## config.mk

```make
export PLATFORM = sky130hd
export DESIGN_NAME = router_out_arb_flat
export DESIGN_NICKNAME = d
export VERILOG_FILES = /design/src/rtl/router_out_arb_if.sv /design/src/rtl/router_out_arb.sv /design/src/flat_wrapper.sv
export SDC_FILE = /design/constraint.sdc
export NUM_CORES = 1
export LEC_CHECK = 0
export CORE_MARGIN = 1
export CORE_UTILIZATION = 40
export DETAILED_ROUTE_END_ITERATION = 16
export GPL_TIMING_DRIVEN = 1
export PLACE_DENSITY = 0.67
export SLEW_MARGIN = 25
export SYNTH_ARGS = -nofsm -noshare
export SYNTH_HDL_FRONTEND = slang
export SYNTH_SLANG_ARGS = --single-unit
export TNS_END_PERCENT = 30
```

## constraint.sdc

```tcl
create_clock -name clock -period 10.1 [get_ports clock]
set_input_delay 2.02 -clock clock [delete_from_list [all_inputs] [get_ports clock]]
set_output_delay 2.02 -clock clock [all_outputs]
set_load 0.02 [all_outputs]
```

## src/rtl/router_out_arb_if.sv

```systemverilog
// Handshake bundle between the input ports and one router output arbiter.
// The bench drives the master side; the arbiter sits on the slave side.
interface router_out_arb_if #(
    parameter int NUM_IN = 16,
    parameter int IDX_W  = 4
);
    logic [NUM_IN-1:0] req;
    logic [NUM_IN-1:0] din;
    logic [NUM_IN-1:0] frame_n;
    logic [NUM_IN-1:0] valid_n;
    logic [NUM_IN-1:0] grant;
    logic [IDX_W-1:0]  grant_idx;
    logic [NUM_IN-1:0] busy_n;
    logic              dout;
    logic              frameo_n;
    logic              valido_n;
    logic              timeout;

    modport master (
        output req, din, frame_n, valid_n,
        input  grant, grant_idx, busy_n, dout, frameo_n, valido_n, timeout
    );

    modport slave (
        input  req, din, frame_n, valid_n,
        output grant, grant_idx, busy_n, dout, frameo_n, valido_n, timeout
    );
endinterface

```

## src/rtl/router_out_arb.sv

```systemverilog
// Round-robin owner arbitration for one router output port, forwarding the
// winning input's serial stream with one registered cycle of latency.
module router_out_arb #(
    parameter int NUM_IN  = 16,
    parameter int IDX_W   = 4,
    parameter int MAX_CYC = 4096
) (
    input  logic             clock,
    input  logic             reset_n,
    router_out_arb_if.slave  bus
);
    localparam int               CNT_W    = (MAX_CYC > 1) ? $clog2(MAX_CYC) : 1;
    localparam logic [CNT_W-1:0] CNT_LAST = CNT_W'(MAX_CYC - 1);

    typedef enum logic [1:0] {
        IDLE   = 2'd0,
        ACTIVE = 2'd1,
        GAP    = 2'd2
    } state_t;

    state_t            state, state_nxt;
    logic [NUM_IN-1:0] grant_q, grant_nxt;
    logic [IDX_W-1:0]  idx_q, idx_nxt;
    logic [IDX_W-1:0]  ptr_q, ptr_nxt;
    logic [CNT_W-1:0]  cnt_q, cnt_nxt;
    logic              dout_q, dout_nxt;
    logic              frameo_q, frameo_nxt;
    logic              valido_q, valido_nxt;
    logic              timeout_q, timeout_nxt;
    logic              pick_vld;
    logic [IDX_W-1:0]  pick_idx;
    logic [IDX_W-1:0]  cand;
    logic              eop;
    logic              wd_hit;

    // Scan downwards so the candidate closest to ptr is the last one written.
    always_comb begin
        pick_vld = 1'b0;
        pick_idx = '0;
        cand     = '0;
        for (int k = NUM_IN - 1; k >= 0; k--) begin
            cand = IDX_W'((int'(ptr_q) + k) % NUM_IN);
            if (bus.req[cand]) begin
                pick_vld = 1'b1;
                pick_idx = cand;
            end
        end
    end

    always_comb begin
        state_nxt   = state;
        grant_nxt   = grant_q;
        idx_nxt     = idx_q;
        ptr_nxt     = ptr_q;
        cnt_nxt     = cnt_q;
        dout_nxt    = 1'b0;
        frameo_nxt  = 1'b1;
        valido_nxt  = 1'b1;
        timeout_nxt = 1'b0;
        eop         = bus.frame_n[idx_q] & ~bus.valid_n[idx_q];
        wd_hit      = (cnt_q == CNT_LAST);

        unique case (state)
            IDLE: begin
                if (pick_vld) begin
                    state_nxt           = ACTIVE;
                    grant_nxt           = '0;
                    grant_nxt[pick_idx] = 1'b1;
                    idx_nxt             = pick_idx;
                    ptr_nxt             = IDX_W'((int'(pick_idx) + 1) % NUM_IN);
                    cnt_nxt             = '0;
                end
            end
            ACTIVE: begin
                // End of packet wins over a watchdog expiry on the same edge.
                if (eop || !wd_hit) begin
                    dout_nxt   = bus.din[idx_q];
                    frameo_nxt = bus.frame_n[idx_q];
                    valido_nxt = bus.valid_n[idx_q];
                end
                if (eop || wd_hit) begin
                    state_nxt   = GAP;
                    grant_nxt   = '0;
                    idx_nxt     = '0;
                    timeout_nxt = ~eop;
                end else begin
                    cnt_nxt = cnt_q + 1'b1;
                end
            end
            GAP: begin
                state_nxt = IDLE;
            end
            default: begin
                state_nxt = IDLE;
                grant_nxt = '0;
                idx_nxt   = '0;
            end
        endcase
    end

    always_ff @(posedge clock or negedge reset_n) begin
        if (!reset_n) begin
            state     <= IDLE;
            grant_q   <= '0;
            idx_q     <= '0;
            ptr_q     <= '0;
            cnt_q     <= '0;
            dout_q    <= 1'b0;
            frameo_q  <= 1'b1;
            valido_q  <= 1'b1;
            timeout_q <= 1'b0;
        end else begin
            state     <= state_nxt;
            grant_q   <= grant_nxt;
            idx_q     <= idx_nxt;
            ptr_q     <= ptr_nxt;
            cnt_q     <= cnt_nxt;
            dout_q    <= dout_nxt;
            frameo_q  <= frameo_nxt;
            valido_q  <= valido_nxt;
            timeout_q <= timeout_nxt;
        end
    end

    assign bus.grant     = grant_q;
    assign bus.grant_idx = idx_q;
    assign bus.busy_n    = ~(bus.req & ~grant_q);
    assign bus.dout      = dout_q;
    assign bus.frameo_n  = frameo_q;
    assign bus.valido_n  = valido_q;
    assign bus.timeout   = timeout_q;
endmodule

```

## src/flat_wrapper.sv

```systemverilog
// flat-port wrapper written by rule: the top's interface ports become plain ports
module router_out_arb_flat 
#(
    parameter int NUM_IN  = 16,
    parameter int IDX_W   = 4,
    parameter int MAX_CYC = 4096
)
  (clock, reset_n, bus_req, bus_din, bus_frame_n, bus_valid_n, bus_grant, bus_grant_idx, bus_busy_n, bus_dout, bus_frameo_n, bus_valido_n, bus_timeout);
  router_out_arb_if #(.NUM_IN(NUM_IN), .IDX_W(IDX_W)) bus_i ();
  input  logic clock;
  input  logic reset_n;
  input wire logic [$bits(bus_i.req)-1:0] bus_req;
  input wire logic [$bits(bus_i.din)-1:0] bus_din;
  input wire logic [$bits(bus_i.frame_n)-1:0] bus_frame_n;
  input wire logic [$bits(bus_i.valid_n)-1:0] bus_valid_n;
  output wire logic [$bits(bus_i.grant)-1:0] bus_grant;
  output wire logic [$bits(bus_i.grant_idx)-1:0] bus_grant_idx;
  output wire logic [$bits(bus_i.busy_n)-1:0] bus_busy_n;
  output wire logic [$bits(bus_i.dout)-1:0] bus_dout;
  output wire logic [$bits(bus_i.frameo_n)-1:0] bus_frameo_n;
  output wire logic [$bits(bus_i.valido_n)-1:0] bus_valido_n;
  output wire logic [$bits(bus_i.timeout)-1:0] bus_timeout;
  assign bus_i.req = bus_req;
  assign bus_i.din = bus_din;
  assign bus_i.frame_n = bus_frame_n;
  assign bus_i.valid_n = bus_valid_n;
  assign bus_grant = bus_i.grant;
  assign bus_grant_idx = bus_i.grant_idx;
  assign bus_busy_n = bus_i.busy_n;
  assign bus_dout = bus_i.dout;
  assign bus_frameo_n = bus_i.frameo_n;
  assign bus_valido_n = bus_i.valido_n;
  assign bus_timeout = bus_i.timeout;
  router_out_arb #(.NUM_IN(NUM_IN), .IDX_W(IDX_W), .MAX_CYC(MAX_CYC)) u_core (.clock(clock), .reset_n(reset_n), .bus(bus_i));
endmodule
```

==> metrics.txt <==
vias per cell=6.32; initial antenna violation count=0; Worst path slowest cell=clkdlybuf4s50_1; antenna diode count=0; minimum clock period=5430 ps; wire length of the first global-routing pass=23,400 um; last weighted congestion value of the routability-driven placer=1.00; DRC violation total after the first TritonRoute iteration=356; number of buffers inserted by post-CTS setup repair=0; leading post-synthesis cells by cell area=dfrtp_1 21%, mux4_2 21%, mux2i_1 6.8%; ordered list of cells on the worst path=clkdlybuf4s50_1 > nand2b_1 > clkdlybuf4s50_1; io pins=106; DRC violation count after routing=0; mapped cell area=4700 um^2; list of most frequent post-synthesis cells=43 x mux4_2, 43 x nand2_1, 40 x dfrtp_1; global-route track usage on met2=0.451; FFs w/ async S/R, synth=1.00; number of clock buffers inserted by TritonCTS=5; global-route met1 utilization=0.301; longest individual stage delay on the worst path=680 ps; post-synth cell types=75; startpoint-to-endpoint class of the critical path=in -> out; Clock Sink Count=42; CTS H-Tree Depth=2; port bufs=105; fraction of layout instances using a drive strength above 1=0.144; Core ar.=11,400 um^2; Clock Path Buffers=2; number of buffers added to fix hold violations after cts=0; Detailed Place HPWL=12,000 um; cell occurring most often along the worst timing path=clkdlybuf4s50_1; overall die width=110 um; maximum clock skew at final layout=2.60 ps; sequential standard cell area=1050 um^2; outcome=complete, no violations; post-detailed-route wirelength per cell=21.1 um; Finished Cell Area=5990 um^2; final hold violation count=0; number of cells upsized or downsized after cts=0; Clk Latency, worst-skew pair=280 ps; number of cells produced by synthesis=476; dominant register cell in the synthesized netlist=dfrtp_1; maximum number of pins on one net before global-route repair=43; final WL=15,100 um; via count of the first global-routing pass=4,490; Maximum Capacitance Violations=0; Final TNS setup=0 ps; post-synth top area share=0.213; Ys Warns=0; total number of vias=4,503; Clock transition at path regs=60 ps; TritonCTS clock tree=yes; hold crit path type=reg -> reg; Crit Path Max Fanout=8; average size of a mapped cell=9.87 um^2; global-route track usage on met3=0.0423; Overall Global Routing Usage=0.257; sort of element at the start of the critical path=input pin; Die ar.=12,200 um^2; number of flops mapped to enable cells by yosys=0; count of antenna-violating nets left after detailed routing=0; unrepaired setup endpoints after global routing=false; Worst-Margin Slew=900 ps; number of failing setup endpoints in the final timing report=0; fill count=1,068; relative max-transition margin=0.400; family with the most delay on the worst path=buffers and inverters; number of slew-limit violations in the final report=0; iteration count of the initial detailed-routing pass=5; area grow syn2layout=27.4%; total global routing overflow=0; Final Cycle Share=0.537; Seq/Total Area, Yosys=0.224; endpoint required time on the critical path=8080 ps; std cell rows=39; arrival time of data at the critical path endpoint=3410 ps; maximum frequency from static timing analysis=184 MHz; Starting Density=0.412; Post-Place Cell Area=5830 um^2; count of buffering cells on the critical path with inverters included=2; synthesized flop and latch total=42; most area-hungry cell type in the Yosys netlist=dfrtp_1; post-synthesis net count=550; footprint of the multi-input gates=3460 um^2; CTS Root Buffer Type=clkbuf_16; sort of element at the end of the critical path=primary output; nets@finish=643; peak-usage layer in the global routing report=met2; die span in y=110 um
## area by class of cell
| class | count | share of cell area |
|---|---|---|
| timing repair buffer | 111 | 0.182 |
| multi-input combinational | 395 | 0.578 |
| tap | 143 | 0.0299 |
| sequential | 42 | 0.176 |
| clock inverter | 2 | 0.00209 |
| inverter | 14 | 0.00877 |
| clock buffer | 6 | 0.0232 |
## placed cells by master, fill, tap and decap left out, drive strengths merged, types with 6 or more instances in the layout
cell type	instances
clkdlybuf4s50	104
mux4	45
nand2	43
dfrtp	40
mux2i	33
nor2	29
nand2b	24
nand3	18
a21oi	16
o21ai	16
a22o	14
xnor2	13
inv	11
nor3	11
mux2	11
xor2	10
ha	8
a31oi	8
nor4	7
buf	7
o211ai	6
clkbuf	6
## worst register-to-register path: stages, from the launching register on
cell,delay (ps)
dfrtp_1,320
buf_4,470
inv_1,280
ha_1,770
mux4_2,730
mux2i_1,350
mux2i_1,270
nand4b_1,290
or3_1,370
o311a_1,140
a31oi_4,440
nor3b_2,370
a22o_1,180
## worst paths after layout
check | startpoint | end | slack [ps] | cells after the start
worst min-delay path | u_core.bus.grant[7]$_DFFE_PN0P_ | u_core.bus.grant[7]$_DFFE_PN0P_ | 500 | 2
min in group asynchronous | reset_n | u_core.cnt_q[7]$_DFFE_PN0P_ | 1860 | 1
max in group asynchronous | reset_n | u_core.ptr_q[3]$_DFFE_PN0P_ | 7670 | 1
worst max register to register | u_core.ptr_q[0]$_DFFE_PN0P_ | u_core.bus.grant[5]$_DFFE_PN0P_ | 5070 | 12
worst min register to register | u_core.bus.grant[7]$_DFFE_PN0P_ | u_core.bus.grant[7]$_DFFE_PN0P_ | 500 | 2
worst max-delay path | bus_req[4] | bus_busy_n[4] | 4670 | 3
## through the flow
stage / hold WS (ps) / utilization / worst slack, ps / cells
CTS: 501 / 0.524 / 4570 / 713
global route: 530 / 0.525 / 4470 / 713
detailed placement: 480 / 0.511 / 4280 / 705
global placement: 485 / 0.511 / 4320 / 705
floorplan: 504 / - / 5700 / 476
finish: 498 / 0.525 / 4670 / 713
## layer usage
layer	wire length, um	vias to the layer above	share of wire
li1	-	2054	-
met1	5730	2173	0.38
met2	7460	232	0.49
met3	1210	44	0.080
met4	674	0	0.045
met5	0	-	0
## flip-flops by register name, indices dropped and copies added, names as in the netlist
register / cells
u_core.bus.grant_idx: 4
u_core.bus.dout: 1
u_core.bus.timeout: 1
u_core.cnt_q: 12
u_core.bus.grant: 16
u_core.state: 2
u_core.bus.valido_n: 1
u_core.bus.frameo_n: 1
u_core.ptr_q: 4
## cell families (layout without fill, tap and decap cells)
kind of cell             after synthesis  in the layout  share of synthesized area
AO/OA/AOI/OAI                        111            111                      0.173
AND/OR/NAND/NOR                      164            164                      0.179
XOR/XNOR                              23             23                     0.0461
flip-flops                            42             42                      0.224
buffers and inverters                 39            133                     0.0405
multiplexers                          89             89                      0.315
adder cells (fa/ha/maj)                8              8                     0.0213
Power is not shown: default switching activity piles up to over one toggle a cycle in this logic, so the estimate is an artifact.
